==> src/rtl/mem_wait_ctrl.sv <==
// mem_wait_ctrl: GBA-style bus wait-state generator.
// Decodes the region of each accepted CPU access and classifies the access as
// sequential or non-sequential. It then stalls the bus for the configured
// number of wait cycles. It also flags illegal accesses (writes to read-only
// regions, reserved size encoding) with a one-cycle abort pulse.
module mem_wait_ctrl #(
    parameter int unsigned EWRAM_WAIT = 2,
    parameter int unsigned IO_WAIT    = 0
) (
    input  logic        clk,
    input  logic        rst_n,
    input  logic [31:0] addr,
    input  logic [1:0]  size,
    input  logic        write,
    input  logic        mreq,
    input  logic [15:0] waitcnt,
    output logic        pause,
    output logic        abort,
    output logic        seq
);

    typedef enum logic [1:0] {
        MEM_SIZE_BYTE = 2'd0,
        MEM_SIZE_HALF = 2'd1,
        MEM_SIZE_WORD = 2'd2,
        MEM_SIZE_RESR = 2'd3
    } mem_size_e;

    typedef enum logic {
        ST_IDLE = 1'b0,
        ST_WAIT = 1'b1
    } state_e;

    typedef enum logic [2:0] {
        RG_BIOS  = 3'd0,
        RG_EWRAM = 3'd1,
        RG_IWRAM = 3'd2,
        RG_IO    = 3'd3,
        RG_WS0   = 3'd4,
        RG_WS1   = 3'd5,
        RG_WS2   = 3'd6,
        RG_SRAM  = 3'd7
    } region_e;

    localparam logic [3:0] EWRAM_W = 4'(EWRAM_WAIT);
    localparam logic [3:0] IO_W    = 4'(IO_WAIT);

    // Non-sequential wait table shared by the cartridge ROM/SRAM fields.
    function automatic logic [3:0] n_wait(input logic [1:0] f);
        logic [3:0] w;
        case (f)
            2'd0:    w = 4'd4;
            2'd1:    w = 4'd3;
            2'd2:    w = 4'd2;
            default: w = 4'd8;
        endcase
        return w;
    endfunction

    state_e      r_state;
    state_e      w_state_nxt;
    logic [3:0]  r_cnt;
    logic [3:0]  w_cnt_nxt;
    logic        r_prev_valid;
    logic [31:0] r_prev_addr;
    logic        r_abort;
    logic        r_seq;

    mem_size_e   w_size;
    region_e     w_region;
    logic        w_accept;
    logic        w_resr;
    logic        w_illegal_wr;
    logic        w_err;
    logic [31:0] w_step;
    logic        w_is_seq;
    logic [3:0]  w_n;
    logic [3:0]  w_s;
    logic [3:0]  w_wait;
    logic        w_unused;

    assign w_unused = ^waitcnt[15:11];

    assign pause    = (r_state == ST_WAIT);
    assign abort    = r_abort;
    assign seq      = r_seq;

    assign w_size   = mem_size_e'(size);
    assign w_accept = mreq & ~pause;
    assign w_resr   = (w_size == MEM_SIZE_RESR);
    assign w_step   = 32'd1 << size;

    // Region decode from address bits [27:24].
    always_comb begin
        w_region = RG_BIOS;
        case (addr[27:24])
            4'h0, 4'h1:             w_region = RG_BIOS;
            4'h2:                   w_region = RG_EWRAM;
            4'h3:                   w_region = RG_IWRAM;
            4'h4, 4'h5, 4'h6, 4'h7: w_region = RG_IO;
            4'h8, 4'h9:             w_region = RG_WS0;
            4'hA, 4'hB:             w_region = RG_WS1;
            4'hC, 4'hD:             w_region = RG_WS2;
            default:                w_region = RG_SRAM;
        endcase
    end

    assign w_illegal_wr = write & ((w_region == RG_BIOS) || (w_region == RG_WS0) ||
                                   (w_region == RG_WS1)  || (w_region == RG_WS2));
    assign w_err        = w_resr | w_illegal_wr;

    // A 128 KiB boundary restarts the cartridge burst, so it is never sequential.
    assign w_is_seq = r_prev_valid &&
                      (r_prev_addr[27:24] == addr[27:24]) &&
                      (addr == r_prev_addr + w_step) &&
                      (addr[16:0] != '0);

    // Per-region N and S wait counts from the live waitcnt value.
    always_comb begin
        w_n = '0;
        w_s = '0;
        case (w_region)
            RG_EWRAM: begin
                w_n = EWRAM_W;
                w_s = EWRAM_W;
            end
            RG_IO: begin
                w_n = IO_W;
                w_s = IO_W;
            end
            RG_WS0: begin
                w_n = n_wait(waitcnt[3:2]);
                w_s = waitcnt[4] ? 4'd1 : 4'd2;
            end
            RG_WS1: begin
                w_n = n_wait(waitcnt[6:5]);
                w_s = waitcnt[7] ? 4'd1 : 4'd4;
            end
            RG_WS2: begin
                w_n = n_wait(waitcnt[9:8]);
                w_s = waitcnt[10] ? 4'd1 : 4'd8;
            end
            RG_SRAM: begin
                w_n = n_wait(waitcnt[1:0]);
                w_s = n_wait(waitcnt[1:0]);
            end
            default: begin
                w_n = '0;
                w_s = '0;
            end
        endcase
    end

    assign w_wait = w_err ? '0 : (w_is_seq ? w_s : w_n);

    // State and wait-counter register.
    always_ff @(posedge clk or negedge rst_n) begin
        if (!rst_n) begin
            r_state <= ST_IDLE;
            r_cnt   <= '0;
        end else begin
            r_state <= w_state_nxt;
            r_cnt   <= w_cnt_nxt;
        end
    end

    // Next-state logic: load the wait on acceptance, count down while stalled.
    always_comb begin
        w_state_nxt = r_state;
        w_cnt_nxt   = r_cnt;
        case (r_state)
            ST_IDLE: begin
                if (w_accept && (w_wait != '0)) begin
                    w_state_nxt = ST_WAIT;
                    w_cnt_nxt   = w_wait;
                end
            end
            ST_WAIT: begin
                if (r_cnt <= 4'd1) begin
                    w_state_nxt = ST_IDLE;
                    w_cnt_nxt   = '0;
                end else begin
                    w_cnt_nxt   = r_cnt - 4'd1;
                end
            end
            default: begin
                w_state_nxt = ST_IDLE;
                w_cnt_nxt   = '0;
            end
        endcase
    end

    // Previous-access tracking used for sequential classification.
    always_ff @(posedge clk or negedge rst_n) begin
        if (!rst_n) begin
            r_prev_valid <= 1'b0;
            r_prev_addr  <= '0;
        end else if (w_accept) begin
            if (w_resr) begin
                r_prev_valid <= r_prev_valid;
            end else if (w_illegal_wr) begin
                r_prev_valid <= 1'b0;
            end else begin
                r_prev_valid <= 1'b1;
                r_prev_addr  <= addr;
            end
        end else if (!pause && !mreq) begin
            r_prev_valid <= 1'b0;
        end
    end

    // Registered one-cycle abort pulse and sequential flag of the last acceptance.
    always_ff @(posedge clk or negedge rst_n) begin
        if (!rst_n) begin
            r_abort <= 1'b0;
            r_seq   <= 1'b0;
        end else begin
            r_abort <= w_accept & w_err;
            if (w_accept) begin
                r_seq <= w_err ? 1'b0 : w_is_seq;
            end
        end
    end

endmodule

==> config.mk <==
export PLATFORM = sky130hd
export DESIGN_NAME = mem_wait_ctrl
export DESIGN_NICKNAME = d
export VERILOG_FILES = /design/src/rtl/mem_wait_ctrl.sv
export SDC_FILE = /design/constraint.sdc
export NUM_CORES = 1
export LEC_CHECK = 0
export ABC_AREA = 1
export BUFFER_PORTS_ARGS = -buffer_cell sky130_fd_sc_hd__buf_2
export CORE_ASPECT_RATIO = 0.8
export CORE_UTILIZATION = 40
export CTS_BUF_LIST = sky130_fd_sc_hd__clkbuf_4 sky130_fd_sc_hd__clkbuf_8
export CTS_CLUSTER_SIZE = 14
export DETAILED_ROUTE_END_ITERATION = 16
export PLACE_DENSITY_LB_ADDON = 0.05
export SYNTH_ARGS = -nofsm -noshare
export SYNTH_HDL_FRONTEND = slang
export SYNTH_SLANG_ARGS = --single-unit
==> constraint.sdc <==
create_clock -name clk -period 3.9 [get_ports clk]
set_input_delay 0.585 -clock clk [delete_from_list [all_inputs] [get_ports clk]]
set_output_delay 0.585 -clock clk [all_outputs]
set_load 0.05 [all_outputs]
* Word level (Yosys, flattened, before mapping)
Memory sizes are Yosys's and may differ from the RTL's. Cells that the tools add are included.
Cells by class: add/sub/neg operators 2, order comparisons 1, equality and inequality tests 18, shifts and indexed selects 1, mux-type cells 22, bitwise gates (word level) 7, reductions and logical operators 20
Operators with widths (number):
- $pmux 4 s3 | 4
- $pmux 4 s5 | 2
- $add 32x32->32 | 1
- $eq 32x32->1 | 1
- $shl 1x2->32 const A | 1
- $mux 4 | 5
- $reduce_bool 17->1 | 1
- $eq 3x3->1 const B | 4
- $eq 2x2->1 const B | 5
- $eq 2x1->1 const B | 4
- $logic_not 2->1 | 4
- $pmux 4 s2 | 1
- $mux 1 | 7
- $logic_and 1x1->1 | 5
- $eq 4x4->1 | 1
- $le 4x1->1 const B | 1
- $reduce_bool 4->1 | 1
- $sub 4x1->4 const B | 1
- $and 1x1->1 | 3
- $eq 3x1->1 const B | 1
- $logic_not 3->1 | 1
- $logic_or 1x1->1 | 3
- $mux 3 | 1
- $not 1->1 | 3
- 9 further kinds | 10
Storage, ports and cells: register bits after elaboration 40, bits in read-only memories 48, bits of input ports 54, logic and storage cells 78, memories kept 1
Memory list:
- (name not given) | depth 16, width 3, rd ports 1, clocked after Yosys merged registers in 0, wr ports 0, RTL line 96 | case (addr[27:24])

* Longest topological paths before layout
Gate-level depths: netlist (run 1). An unclocked memory read counts as a cell.
word-level depth 12, mapped depth 24, depth with buffers taken out 23

* Worst setup path after synthesis (run 1)
OpenSTA, ideal clock, no wires.
path type in2reg, start input size[1], end register r_cnt[2], data arrival time 2.812 ns, data required time 3.783 ns, setup slack 0.971 ns, stages 19, path through nor2_1 -> ha_1 -> fa_1 -> nand2_2 -> nand2_4 -> nand2_2 -> nor2_8 -> a21boi_0 -> o21ai_0 -> nor2_1 -> nand2_1 -> nor2_4 -> nand3_1 -> nand3_2 -> nand2_2 -> o21ai_4 -> nand2_2 -> nand2_1 -> nand2_1
On the way: longest elaborated chain between the ends 10
RTL lines:
- start: declaration | RTL line 13 | input logic [1:0] size,
- $shl 1x2->32 | RTL line 91 | assign w_step = 32'd1 << size;
- $add 32x32->32 | RTL line 115 | (addr == r_prev_addr + w_step) &&
- $eq 32x32->1 | RTL line 115
- $logic_and 1x1->1 | RTL line 114 | (r_prev_addr[27:24] == addr[27:24]) &&
- $logic_and 1x1->1 | RTL line 115
- $mux 4 | RTL line 154 | assign w_wait = w_err ? '0 : (w_is_seq ? w_s : w_n);
- $mux 4 * | RTL line 154
- $reduce_bool 4->1 | RTL line 173 | if (w_accept && (w_wait != '0)) begin
- $logic_and 1x1->1 | RTL line 173
- $ne 2x1->1 (no source line)
- end signal: assignment | RTL line 163 | r_cnt <= w_cnt_nxt;
- end: declaration | RTL line 62 | logic [3:0] r_cnt;
Mark *: on every way between the ends. The rest lies on a longest branch, timed or not. The select of a mux whose other input is x is not followed. A chain may end at the register's enable or synchronous reset.

* Final worst setup path (run 1)
start input size[0], end register r_cnt[1]
The elaborated chain is that of the path after synthesis.

==> flow_summary.toml, run 1 <==
[status]
status = "finished, final reports clean"

[setup_path]
arrival_ns = 3.43
criticalPathCategory = "in -> reg"
rr_startpoint = "r_prev_addr[0]$_DFFE_PN0P_"
path_depth = 23
cpMaxStageDelayCell = "ha_1"
worstRegToRegCells = 18
cp_max_fo = 15
max_stage_delay_ns = 0.42
cp_cell_sequence = "buf_2, nand2_1, inv_1, ha_1, nand2_2, nor2_1, nand2_1, nand3_2, nand2_1, nand2_1, inv_1, nor2_1, nand2_2, nor2_4, nand3_2, nor2_4, nand3_1, nand3_2, nand2_2, o21ai_4, nand2_2, nand2_1, nand2_1"
crit_family = "simple AND/OR/NAND/NOR gates"
path_buf_inv = 3
r2r_end = "r_cnt[1]$_DFFE_PN0P_"
ff2ff_setup_slack_ns = 0.76
setup.worst_path.start_class = "input port"
crit_path_end_kind = "flip-flop"
worst_ep_required_time_ns = 4.11
crit_top_cell = "nand2_1"

[sta]
fin_crit_sh_pct = 82.44
finalHoldViolations = 0
rsz0062_at_grt = "no"
fmax_ghz = 0.3110
slew_viol_final = 0
period_minus_slack_ns = 3.215
slew_headroom_pct = 34.79
setup_violations = 0
clock_skew_ns = 0.005686
tightest_slew_ns = 0.9782
setup_slack_ns = 0.6849
setup_tns_ns = 0

[drt]
vias = 4016
drt-total-wl_mm = 10.99
dr.pass1.iters = 5
wl_per_cell_um = 13.60
vias_per_cell = 4.970
drtAntennaViolNets = 0
drc = 0
drt_iter0_drc = 247

[clock_tree]
htreeDepth = 2
cts_resized = 0
cts_tree = "built"
cts_buffers = 5
cts-root-buf = "clkbuf_8"
clock_latency_ns = 0.31
path_clk_slew_ns = 0.10
cts.path.max_buffers = 2
post-cts-setup-buffers = 0
cts.sinks = 40
ctsHoldBuffers = 0

[layout]
areaGrowthSynthToFinish_pct = 11.71
finalNonFillerCells = 808
design_area_um2 = 4668
antenna_cells = 0
nNetsFinal = 744
final_common_cell = "nand2_1"
final_cell_mix = "182 x nand2_1, 85 x inv_1, 62 x nor2_1, 51 x nand3_1, 51 x buf_2"
drive_above_1_share_pct = 19.79
utilization_pct = 47.20

[power_and_ir_drop]
p_leak_nw = 2.423
peakVddDrop_mv = 0.2157
power_density_nw_per_um2 = 542.9

[placement]
dpl.cell_count = 800
dpl_cell_area_um2 = 4553
place_ws_ns = 0.3453
dp_hpwl_mm = 8.845
port-buffer-count = 51
gp_congestion = 0.8871

[floorplanning]
core_um2 = 9889
start_util_pct = 42.26
die_w_um = 116.3
num_rows = 32
die-area_um2 = 10860
die_h_um = 93.42
ios = 57

[run]
max_cap_violations = 0

[synthesis]
synthesis.nets = 694
ys_seq_area_share_pct = 23.95
synth_cells = 621
yosys_warnings = 0
syn-cell-area_um2 = 4179
ys_types = 42
ys_ff_latch = 40
synth-edff-count = 0
ys.flop_type = "dfrtp_1"
synthArstFlopShare_pct = 100.0
avgSynthCellArea_um2 = 6.729

[global_routing]
antenna_found_initial = 0
grt_max_degree = 44
grt_pass1_wl_mm = 18.31
gr-total-overflow = 0
first_global_vias = 3710
grt_util_all_layers_pct = 21.88

[hold_path]
min_path_type = "in -> async"
[cell type report]
class / instances / area (µm²)
tap: 136 / 170.2
fill: 1054 / 5221
multi-input combinational: 484 / 2789
inverter: 88 / 330.3
clock buffer: 5 / 68.82
sequential: 40 / 1001
timing repair buffer: 52 / 262.8
clock inverter: 3 / 46.29
[through the flow]
step / hold slack [ns] / power [W]
2_1_floorplan: 0.2894 / 0.001825
3_3_place_gp: 0.4797 / 0.002128
3_5_place_dp: 0.4904 / 0.002152
4_1_cts: 0.4550 / 0.002541
5_1_grt: 0.5045 / 0.002785
6_report: 0.4225 / 0.002534
[registers in the layout, summed over array words and instances, names as in the netlist]
signal,count
r_prev_addr,32
seq,1
pause,1
r_cnt,4
r_prev_valid,1
abort,1
[worst max-delay path by stage]
stage / startpoint / endpoint / slack [ns]
floorplan: size[1] / r_cnt[2]$_DFFE_PN0P_ / 0.97
global placement: size[0] / r_cnt[1]$_DFFE_PN0P_ / 0.39
detailed placement: size[0] / r_cnt[1]$_DFFE_PN0P_ / 0.35
CTS: size[0] / r_cnt[1]$_DFFE_PN0P_ / 0.69
global route: size[0] / r_cnt[2]$_DFFE_PN0P_ / 0.33
finish: size[0] / r_cnt[1]$_DFFE_PN0P_ / 0.68
[synth_stat cells (2+ instances only)]
cell type  number  area share, %
nand3b_1        5           0.90
nand2_1       182             16
nor2_1         62            5.6
buf_2           2           0.24
and2_1          2           0.30
nand2_2        18            2.7
nor2_8          2           0.96
o21bai_1        2           0.36
nand2_4         3           0.81
o21ai_0        20            2.4
nand3_1        51            6.1
mux2_2         22            5.9
xor2_1         13            2.7
inv_1          85            7.6
nor2_4          6            1.6
clkbuf_1        3           0.27
nand3_2         6            1.4
nor3_1          8           0.96
a21oi_1         5           0.60
nand4_1        15            2.2
xnor2_1        15            3.1
ha_1           18            5.4
o22ai_1         4           0.60
a221oi_1        4           0.84
buf_6           2           0.54
nor2_2          9            1.3
dfrtp_1        40             24
inv_2           2           0.18
buf_4           2           0.36
[power by group]
| part | leakage, nW | internal (W) | switching [W] |
|---|---|---|---|
| clock | 0.0548 | 0.000193 | 0.000186 |
| sequential | 0.486 | 0.000578 | 0.000221 |
| combinational | 1.88 | 0.000514 | 0.000842 |
| total | 2.42 | 0.00129 | 0.00125 |
[cell families (layout without fill, tap and decap cells)]
group / Yosys count / in the layout / synth area share, %
multiplexers: 22 / 22 / 5.928
buffers and inverters: 97 / 148 / 9.311
adder cells (fa/ha/maj): 19 / 19 / 5.868
flip-flops: 40 / 40 / 23.95
XOR/XNOR: 29 / 29 / 6.407
AND/OR/NAND/NOR: 374 / 374 / 42.58
AO/OA/AOI/OAI: 40 / 40 / 5.958
[per-layer routing]
metal  share of wire (%)  vias to the layer above  GRT usage [%]
li1                    -                     2072              -
met1                  53                     1843          32.97
met2                  41                       91          32.79
met3                 4.9                       10          2.981
met4                0.96                        0          4.380
met5                   0                        -              0
[worst reg2reg max path, stage by stage, from the launching register on]
cell and delay, ns:
dfrtp_1 0.39, ha_1 0.26, fa_1 0.44, nand2_2 0.14, nand2_4 0.08, nand2_2 0.14, nor2_8 0.08, a21boi_0 0.21
o21ai_0 0.17, nor2_1 0.13, nand2_1 0.11, nor2_4 0.15, nand3_1 0.12, nand3_2 0.12, nand2_2 0.08, o21ai_4 0.21
nand2_2 0.11, nand2_1 0.07, nand2_1 0.05
Note: power is estimated with default switching activity, not from simulation.
==> run 2: changes to the inputs <==
- clock period: 3.9 -> 2.65 ns (I/O delays scaled with it)
==> flow_summary.toml, run 2 (synthesized netlist as in run 1, its figures left out) <==
[clock_tree]
cts_buffers = 5
htreeDepth = 2
cts_tree = "built"
ctsHoldBuffers = 0
path_clk_slew_ns = 0.09
clock_latency_ns = 0.31
cts-root-buf = "clkbuf_8"
cts.sinks = 40
cts.path.max_buffers = 2

[drt]
vias_per_cell = 4.946
dr.pass1.iters = 5
drc = 0
drt-total-wl_mm = 11.54
vias = 4150
drtAntennaViolNets = 0
wl_per_cell_um = 13.76
drt_iter0_drc = 247

[layout]
design_area_um2 = 4981
antenna_cells = 0
drive_above_1_share_pct = 25.89
utilization_pct = 50.37
largest_reg_flops = 32
final_cell_mix = "175 x nand2_1, 84 x inv_1, 60 x nor2_1, 51 x buf_2, 46 x nand3_1"
top_regs = "r_prev_addr x32, r_cnt x4"
regMostFlops = "r_prev_addr"
nNetsFinal = 775
areaGrowthSynthToFinish_pct = 19.19
finalNonFillerCells = 839
final_common_cell = "nand2_1"

[global_routing]
gr-total-overflow = 0
antenna_found_initial = 0
grt_max_degree = 44
grt_util_all_layers_pct = 22.50
first_global_vias = 3903
grt_pass1_wl_mm = 18.91

[placement]
gp_congestion = 0.8667
place_ws_ns = -0.4943
dp_hpwl_mm = 9.334
dpl_cell_area_um2 = 4798
port-buffer-count = 51
dpl.cell_count = 827

[power_and_ir_drop]
p_comb_share_pct = 57.5
p_leak_nw = 2.603
power_switching_w = 0.001873
power.share.clock_pct = 11.7
intPower_w = 0.001952
peakVddDrop_mv = 0.3280
power_density_nw_per_um2 = 768.1
p_seq_share_pct = 30.7
finalPower_w = 0.003826
swShare_pct = 48.97

[floorplanning]
ios = 57
num_rows = 32
core_um2 = 9889
start_util_pct = 42.26
die_h_um = 93.42
die_w_um = 116.3
die-area_um2 = 10860

[setup_path]
worst_ep_required_time_ns = 2.85
cp_max_fo = 4
ff2ff_setup_slack_ns = -0.28
criticalPathCategory = "reg -> reg"
crit_path_end_kind = "flip-flop"
setup.worst_path.start_class = "flip-flop"
arrival_ns = 3.12

[sta]
tightest_slew_ns = 1.001
slew_headroom_pct = 33.28
fin_crit_sh_pct = 110.4
fmax_ghz = 0.3417
period_minus_slack_ns = 2.926
finalHoldViolations = 0
clock_skew_ns = 0.007219
setup_slack_ns = -0.2765
rsz0062_at_grt = "yes"
setup_violations = 5
slew_viol_final = 0

[status]
violations = "negative setup slack"
status = "finished with violations"

[hold_path]
min_path_type = "in -> async"

[run]
max_cap_violations = 0
## run 2: cell types whose count changed in the layout (fill, tap and decap cells not counted), sizes merged
cell      delta
buf         +31
clkinv       +2
inv          -1
clkinvlp     -1
clkbuf       +1
bufinv       -1
## run 2: layout make-up
class                           instances  area [µm²]
Clock buffer                            6       82.58
Clock inverter                          2       10.01
Fill cell                            1031        4908
Inverter                               88       330.3
Multi-Input combinational cell        484        2868
Sequential cell                        40        1001
Tap cell                              136       170.2
Timing Repair Buffer                   83       519.2
## run 2: final timing paths
kind	start	cells past startpoint	end
min reg2reg	r_prev_addr[2]$_DFFE_PN0P_	2	r_prev_addr[2]$_DFFE_PN0P_
max	r_prev_addr[0]$_DFFE_PN0P_	21	r_cnt[2]$_DFFE_PN0P_
max reg2reg	r_prev_addr[0]$_DFFE_PN0P_	21	r_cnt[2]$_DFFE_PN0P_
min in group clk	addr[21]	2	r_prev_addr[21]$_DFFE_PN0P_
max in group asynchronous	rst_n	1	r_prev_addr[1]$_DFFE_PN0P_
min	rst_n	1	r_prev_addr[18]$_DFFE_PN0P_
## run 2: metrics by stage
step | hold WS (ns) | TNS, ns
after CTS | 0.2772 | -1.197
after global routing | 0.3310 | -2.433
after detailed placement | 0.4901 | -2.347
final | 0.2492 | -1.281
after floorplan | 0.1019 | 0
after global placement | 0.4893 | -2.007
## run 2: layer usage
| layer | vias to the layer above | GRT usage, % | wire length (µm) |
|---|---|---|---|
| met5 | - | 0 | 0 |
| met4 | 0 | 4.915 | 112 |
| met3 | 14 | 3.435 | 500 |
| met2 | 95 | 33.83 | 4888 |
| met1 | 1905 | 33.43 | 6042 |
| li1 | 2136 | - | - |
## run 2: worst max-delay path: stages, from the launching register on
cell,delay (ns)
dfrtp_1,0.39
ha_2,0.20
fa_2,0.54
inv_2,0.04
nand2_2,0.06
nand2_2,0.05
nor2_2,0.07
nand2_1,0.06
nor2_1,0.10
nand3_1,0.07
nor2_1,0.10
nand2_1,0.07
nor2_1,0.08
nand2_1,0.10
nor2_4,0.17
nand3_2,0.09
nand3_2,0.11
nand2_2,0.08
o21ai_4,0.22
nand2_2,0.11
nand2_1,0.09
nand2_1,0.05
## run 2: power groups by stage
stage	clock network (W)	logic, W	registers, W
6_report	0.000449	0.00220	0.00118
4_1_cts	0.000469	0.00217	0.00117
5_1_grt	0.000490	0.00248	0.00122
3_3_place_gp	0	0.00212	0.00117
2_1_floorplan	0	0.00159	0.00111
3_5_place_dp	0	0.00215	0.00118
## run 2: what timing repair did
item | in CTS | in global routing
pin swaps | 3 | 5
setup endpoints to repair | 5 | 6
setup buffers | 2 | 2
resized for setup | 1 | 17
endpoints found under the hold margin | 0 | 0
